**config.mk**
```make
export PLATFORM = sky130hd
export DESIGN_NAME = rr_decode_arbiter_flat
export DESIGN_NICKNAME = d
export VERILOG_FILES = /design/src/rtl/rr_decode_arbiter_if.sv /design/src/rtl/rr_decode_arbiter.sv /design/src/flat_wrapper.sv
export SDC_FILE = /design/constraint.sdc
export NUM_CORES = 1
export LEC_CHECK = 0
export BUFFER_PORTS_ARGS = -buffer_cell sky130_fd_sc_hd__buf_2
export CORE_MARGIN = 10
export CORE_UTILIZATION = 59
export DETAILED_ROUTE_END_ITERATION = 8
export GPL_TIMING_DRIVEN = 0
export HOLD_SLACK_MARGIN = 0.1
export PLACE_DENSITY_LB_ADDON = 0.2
export SYNTH_ARGS = -nofsm -noshare
export SYNTH_HDL_FRONTEND = slang
export SYNTH_SLANG_ARGS = --single-unit
```
**constraint.sdc**
```tcl
create_clock -name clk -period 11.3 [get_ports clk]
set_input_delay 3.39 -clock clk [delete_from_list [all_inputs] [get_ports clk]]
set_output_delay 3.39 -clock clk [all_outputs]
set_load 0.02 [all_outputs]
```
**src/rtl/rr_decode_arbiter_if.sv**
```systemverilog
// Request/grant bundle between the requesting agents and the round-robin arbiter.
// The arbiter side uses master; the requester/resource side uses slave.
interface rr_decode_arbiter_if;
  logic        enable;
  logic [15:0] req;
  logic        grant_valid;
  logic [3:0]  grant_idx;
  logic [15:0] grant_onehot;

  modport master (
    input  enable,
    input  req,
    output grant_valid,
    output grant_idx,
    output grant_onehot
  );

  modport slave (
    output enable,
    output req,
    input  grant_valid,
    input  grant_idx,
    input  grant_onehot
  );
endinterface

```
**src/rtl/rr_decode_arbiter.sv**
```systemverilog
// 16-way round-robin arbiter with hold-time preemption, one dead cycle between
// owners, and a registered binary index plus its gated one-hot decode.
module rr_decode_arbiter #(
  parameter int unsigned MAX_HOLD = 8,
  parameter int unsigned CNT_W    = 8
) (
  input  logic                 clk,
  input  logic                 rst,
  rr_decode_arbiter_if.master  bus
);

  typedef enum logic [1:0] {
    S_IDLE,
    S_GRANT,
    S_RELEASE
  } state_t;

  localparam logic [CNT_W-1:0] HOLD_LAST = CNT_W'(MAX_HOLD - 1);

  state_t           r_state;
  logic             r_valid;
  logic [3:0]       r_idx;
  logic [15:0]      r_onehot;
  logic [CNT_W-1:0] r_cnt;

  state_t           w_state_nxt;
  logic             w_valid_nxt;
  logic [3:0]       w_idx_nxt;
  logic [15:0]      w_onehot_nxt;
  logic [CNT_W-1:0] w_cnt_nxt;

  logic             w_found;
  logic [3:0]       w_winner;
  logic [3:0]       w_cand;
  logic             w_others;
  logic             w_at_limit;
  logic             w_release;

  // Scan starts one past the pointer; k=16 wraps back to the pointer itself,
  // so the previous owner is considered last.
  always_comb begin
    w_found  = 1'b0;
    w_winner = r_idx;
    w_cand   = r_idx;
    for (int unsigned k = 1; k <= 16; k++) begin
      w_cand = r_idx + 4'(k);
      if (!w_found && bus.req[w_cand]) begin
        w_found  = 1'b1;
        w_winner = w_cand;
      end
    end
  end

  always_comb begin
    w_others   = |(bus.req & ~r_onehot);
    w_at_limit = (r_cnt == HOLD_LAST);
    w_release  = !bus.req[r_idx] || (w_at_limit && w_others);
  end

  always_comb begin
    w_state_nxt  = r_state;
    w_valid_nxt  = r_valid;
    w_idx_nxt    = r_idx;
    w_onehot_nxt = r_onehot;
    w_cnt_nxt    = r_cnt;
    unique case (r_state)
      S_IDLE, S_RELEASE: begin
        if (bus.enable && w_found) begin
          w_state_nxt  = S_GRANT;
          w_valid_nxt  = 1'b1;
          w_idx_nxt    = w_winner;
          w_onehot_nxt = 16'(1) << w_winner;
          w_cnt_nxt    = '0;
        end else begin
          w_state_nxt  = S_IDLE;
          w_valid_nxt  = 1'b0;
          w_onehot_nxt = '0;
        end
      end
      S_GRANT: begin
        if (w_release) begin
          w_state_nxt  = S_RELEASE;
          w_valid_nxt  = 1'b0;
          w_onehot_nxt = '0;
        end else if (!w_at_limit) begin
          w_cnt_nxt = r_cnt + 1'b1;
        end
      end
      default: begin
        w_state_nxt  = S_IDLE;
        w_valid_nxt  = 1'b0;
        w_onehot_nxt = '0;
      end
    endcase
  end

  always_ff @(posedge clk) begin
    if (rst) begin
      r_state  <= S_IDLE;
      r_valid  <= 1'b0;
      r_idx    <= 4'hF;
      r_onehot <= '0;
      r_cnt    <= '0;
    end else begin
      r_state  <= w_state_nxt;
      r_valid  <= w_valid_nxt;
      r_idx    <= w_idx_nxt;
      r_onehot <= w_onehot_nxt;
      r_cnt    <= w_cnt_nxt;
    end
  end

  assign bus.grant_valid  = r_valid;
  assign bus.grant_idx    = r_idx;
  assign bus.grant_onehot = r_onehot;

endmodule

```
**src/flat_wrapper.sv**
```systemverilog
// flat-port wrapper written by rule: the top's interface ports become plain ports
module rr_decode_arbiter_flat 
#(
  parameter int unsigned MAX_HOLD = 8,
  parameter int unsigned CNT_W    = 8
)
  (clk, rst, bus_enable, bus_req, bus_grant_valid, bus_grant_idx, bus_grant_onehot);
  rr_decode_arbiter_if bus_i ();
  input  logic clk;
  input  logic rst;
  input wire logic [$bits(bus_i.enable)-1:0] bus_enable;
  input wire logic [$bits(bus_i.req)-1:0] bus_req;
  output wire logic [$bits(bus_i.grant_valid)-1:0] bus_grant_valid;
  output wire logic [$bits(bus_i.grant_idx)-1:0] bus_grant_idx;
  output wire logic [$bits(bus_i.grant_onehot)-1:0] bus_grant_onehot;
  assign bus_i.enable = bus_enable;
  assign bus_i.req = bus_req;
  assign bus_grant_valid = bus_i.grant_valid;
  assign bus_grant_idx = bus_i.grant_idx;
  assign bus_grant_onehot = bus_i.grant_onehot;
  rr_decode_arbiter #(.MAX_HOLD(MAX_HOLD), .CNT_W(CNT_W)) u_core (.clk(clk), .rst(rst), .bus(bus_i));
endmodule
```
==> flow_summary.yaml, run 1 <==
outcome:
  status: "finished, final reports clean"
synthesis:
  ys_seq_elements: 30
  ys_types: 72
  synth_top_family_by_area: "multiplexers"
  synth_fa_ha_area_frac: 0.0296
  yosysWarnings: 0
  async_reset_ff_frac: 0
  synth_flop_cell: "dfxtp_1"
  synth_edf_count: 0
  synthMuxAreaShare: 0.289
  synth_area_um2: 3800
  synthXorXnorAreaFrac: 0.0385
  synth_compound_area_frac: 0.247
  synth_simple_gate_area_frac: 0.184
  syn_inst: 441
  avgSynthCellArea_um2: 8.62
  syn_nets: 469
  synth.yosys.seq_area_share: 0.158
timing:
  clock_skew_ns: 0.00370
  period_share: 0.589
  fin_crit_ns: 6.66
  fmax_ghz: 0.150
  maxSlewViolCount: 0
  max_slew_margin: 0.292
  setup_viol: 0
  finalHoldViolCount: 0
  worst_pin_slew_ns: 1.05
  rsz0062_at_grt: "false"
  tns_ns: 0
routing:
  drt-pass1-iter-count: 6
  vias: 3987
  wire_per_inst_um: 21.8
  drcViolationCount: 0
  drt_iter0_markers: 497
  drtAntennaViolNets: 0
  drt-total-wl_um: 12300
  via_per_inst: 7.06
cts:
  cts_root_buffer: "clkbuf_8"
  cts_tree: "yes"
  cts_setup_buffers: 0
  clk_pin_slew_ns: 0.06
  htreeDepth: 2
  clock-sinks: 30
  ctsResizeCount: 0
  cts-buffers-inserted: 5
  max-clock-path-buffers: 2
  clk_latency_ns: 0.28
  cts-hold-fix-buffers: 0
setup_path:
  required_ns: 11.52
  start_kind: "primary input"
  worstSetupEndpointType: "flip-flop"
  crit_fanout: 7
  crit_type: "primary input to flip-flop"
  arrival_ns: 6.88
grt:
  grt_start_max_net_pins: 12
  track_usage: 0.242
  grt_first_pass_wirelength_um: 19900
  antenna_found_initial: 0
  grt_pass1_vias: 3799
  grt_overflow: 0
run:
  drv_cap: 0
floorplan:
  rows: 29
  coreArea_um2: 6310
  start_util: 0.602
  die_y_um: 100
  pin_count: 40
  die_w_um: 100
  die-area_um2: 10100
layout:
  area_growth_pct: 10.1
  final_layout_size_suffix_gt1_frac: 0.232
  nets: 515
  antenna_cells: 0
  most-common-layout-cells: "buf_2, mux2i_1, nor2_1, dfxtp_1, a21oi_1"
  regArea_um2: 601
  multi_input_area_um2: 3000
  fillers: 557
  layout_commonest_cell: "buf_2"
placement:
  dpl.hpwl_um: 9390
  portBuffers: 39
  gp_congestion: 1.01
min_path:
  hold_path.class: "flip-flop to flip-flop"
## worst max-delay path, cell delays in order
cell	delay (ns)
buf_2	0.15
mux4_2	0.52
mux2i_1	0.43
mux2i_1	0.25
nor2_1	0.42
nand4_1	0.29
nor3_1	0.42
o31ai_1	0.16
nor2_2	0.28
nor3b_2	0.38
a22o_1	0.19
## registers in the layout (all words and copies together) (netlist names)
signal	cells
u_core.r_cnt	8
u_core.bus.grant_onehot	16
u_core.r_state	2
u_core.bus.grant_idx	4
## Yosys cell counts (all sizes together), types with 14 or more instances
| library cell | n | area, um^2 |
|---|---|---|
| nor2 | 36 | 140 |
| mux2 | 23 | 263 |
| buf | 14 | 90.1 |
| a22o | 19 | 166 |
| nor3 | 15 | 75.1 |
| inv | 20 | 75.1 |
| a21oi | 25 | 129 |
| mux2i | 36 | 364 |
| dfxtp | 30 | 601 |
| nand2 | 22 | 82.6 |
| o21ai | 17 | 85.1 |
| mux4 | 21 | 473 |
## routing by layer
layer  global-route usage  routed length (um)
met5                    0                   0
met4                0.100                 525
met3               0.0309                1220
met2                0.395                5650
met1                0.313                4910
## layout make-up
class / instances / share of cell area
flip-flops and latches: 30 / 0.143
well taps: 77 / 0.0230
plain buffers: 23 / 0.0296
repair buffers: 39 / 0.0466
clock inverters: 1 / 0.00120
multi-input cells: 366 / 0.716
inverters: 22 / 0.0197
clock buffers: 7 / 0.0206
## logic make-up (layout without fill, tap and decap cells)
| family | count (synthesis) | after routing |
|---|---|---|
| simple gates | 133 | 133 |
| compound gates | 129 | 129 |
| mux | 80 | 80 |
| buf+inv | 45 | 92 |
| flops | 30 | 30 |
| xor+xnor | 15 | 15 |
| fa+ha+maj | 9 | 9 |
## path summary, 6_finish.rpt
path                                                  from  cells after the start  slack [ns]                          to
worst max-delay path                           bus_req[13]                     11        4.64  u_core.bus.grant_onehot[4]
worst min-delay path            u_core.bus.grant_onehot[1]                      2        0.49  u_core.bus.grant_onehot[1]
worst max register to register     u_core.bus.grant_idx[1]                     17        5.36  u_core.bus.grant_onehot[4]
worst min register to register  u_core.bus.grant_onehot[1]                      2        0.49  u_core.bus.grant_onehot[1]
## metrics by stage
stage | cells | utilization | area, um^2 | hold WS (ns) | setup WS, ns
finish | 565 | 0.663 | 4190 | 0.490 | 4.64
global route | 565 | 0.663 | 4190 | 0.502 | 4.51
CTS | 565 | 0.663 | 4190 | 0.486 | 4.80
detailed placement | 557 | 0.648 | 4090 | 0.476 | 4.52
global placement | 557 | 0.648 | 4090 | 0.472 | 4.60
floorplan | 441 | - | 3800 | 0.457 | 5.26
Power of run 1 is left out: the tool's default activity adds up to more than one toggle a clock period on the data nets, which glitch-free logic cannot reach.
==> run 2: changes to the inputs <==
Settings changed: CORE_UTILIZATION 59 to 55.
Clock period 11.3 ns to 6.1 ns, I/O delays scaled along.
==> run 2 against run 1 <==
Routed wire length did not move. Sequential share of layout area about the same. First-iteration DRC count decreased by 25%. Non-clock buffer count unchanged. Utilization down 4.3 points. Register-to-register slack worse by 5.1 ns. Cell count up 0.53%. Via count down 0.18%. Hold slack lost 0.0019 ns. Critical path type is now flip-flop to flip-flop.
==> flow_summary.yaml, run 2 (same netlist as run 1, synthesis figures left out) <==
setup_path:
  cpMaxStageDelayCell: "mux4_2"
  cp_slowest_stage_delay_ns: 0.61
  worstSetupEndpointType: "flip-flop"
  r2r_cells: 17
  arrival_ns: 6.03
  crit_type: "flip-flop to flip-flop"
  path_cells: "buf_2, buf_4, buf_2, inv_1, ha_1, buf_6, buf_6, clkbuf_1, mux4_2, mux4_2, nor2_1, nand4_1, nor3_1, o31ai_1, nor2_2, nor3b_2, a22o_1"
  start_kind: "flip-flop"
  crit_fanout: 10
  required_ns: 6.32
grt:
  grt_overflow: 0
  track_usage: 0.236
  grt_first_pass_wirelength_um: 19800
  grt_pass1_vias: 3878
  antenna_found_initial: 0
  grt_start_max_net_pins: 12
run:
  drv_cap: 0
routing:
  vias: 3980
  drtAntennaViolNets: 0
  wl_met1_um: 5090
  drt-total-wl_um: 12300
  wire_per_inst_um: 21.7
  drcViolationCount: 0
  drt_iter0_markers: 372
  met2_wirelength_um: 5870
  highest_layer: "met4"
  route.met3.wl_um: 933
  drt-pass1-iter-count: 5
  via_per_inst: 7.01
layout:
  nets: 515
  area_growth_pct: 10.2
  largest_reg_flops: 16
  final_cells: 568
  layout_commonest_cell: "buf_2"
  antenna_cells: 0
  final_layout_size_suffix_gt1_frac: 0.232
  most-common-layout-cells: "buf_2, mux2i_1, nor2_1, dfxtp_1, a21oi_1"
cts:
  cts-buffers-inserted: 5
  max-clock-path-buffers: 2
  ctsResizeCount: 0
  clk_latency_ns: 0.28
  htreeDepth: 2
  clk_pin_slew_ns: 0.06
  cts_setup_buffers: 0
  cts_root_buffer: "clkbuf_8"
  cts_tree: "yes"
  clock-sinks: 30
  cts-hold-fix-buffers: 0
floorplan:
  die_y_um: 103
  die_w_um: 103
  rows: 30
  pin_count: 40
  die-area_um2: 10600
  start_util: 0.563
  coreArea_um2: 6760
placement:
  place_ws_ns: 0.488
  dp.cells: 560
  gp_congestion: 1.00
  portBuffers: 39
  dpl.hpwl_um: 9560
timing:
  rsz0062_at_grt: "false"
  max_slew_margin: 0.300
  fin_crit_ns: 5.82
  fmax_ghz: 0.172
  tns_ns: 0
  worst_pin_slew_ns: 1.04
  clock_skew_ns: 0.00676
  finalHoldViolCount: 0
  worst_slack_ns: 0.281
  maxSlewViolCount: 0
  period_share: 0.954
  hold_slack_ns: 0.488
  setup_viol: 0
min_path:
  hold_path.class: "flip-flop to flip-flop"
  min_path_cells: 2
outcome:
  status: "finished, final reports clean"
==> run 2: cell counts in the layout (fill, tap and decap cells not counted) <==
No cell type changed its count.
==> run 2: cell type report <==
cell class / count / area [um^2]
clock inverters: 1 / 5.00
fillers: 642 / 2570
inverters: 22 / 82.6
well taps: 80 / 100
repair buffers: 39 / 195
clock buffers: 7 / 86.3
flip-flops and latches: 30 / 601
plain buffers: 23 / 124
multi-input cells: 366 / 3000
==> run 2: final timing paths <==
path                                                  from                          to  slack (ns)
worst max-delay path               u_core.bus.grant_idx[1]  u_core.bus.grant_onehot[4]        0.28
worst min-delay path            u_core.bus.grant_onehot[1]  u_core.bus.grant_onehot[1]        0.49
worst max register to register     u_core.bus.grant_idx[1]  u_core.bus.grant_onehot[4]        0.28
worst min register to register  u_core.bus.grant_onehot[1]  u_core.bus.grant_onehot[1]        0.49
==> run 2: stage by stage <==
stage / instance area, um^2 / utilization
6_report: 4190 / 0.620
5_1_grt: 4190 / 0.620
4_1_cts: 4190 / 0.620
3_5_place_dp: 4100 / 0.606
3_3_place_gp: 4100 / 0.606
2_1_floorplan: 3800 / -
==> run 2: per-layer routing <==
metal	global-route usage	vias up
met2	0.393	205
met4	0.107	0
li1	-	1804
met5	0	-
met1	0.298	1936
met3	0.0261	35
==> run 2: critical path: cells and delay by family (launching register included) <==
family / cells / cell delay (ns)
buffers and inverters: 7 / 1.87
DFF: 1 / 0.46
adders and majority gates: 1 / 0.36
muxes: 2 / 1.03
AOI/OAI and AO/OA: 2 / 0.31
and+or+nand+nor: 5 / 1.71
Power of run 2 is left out for the same reason.
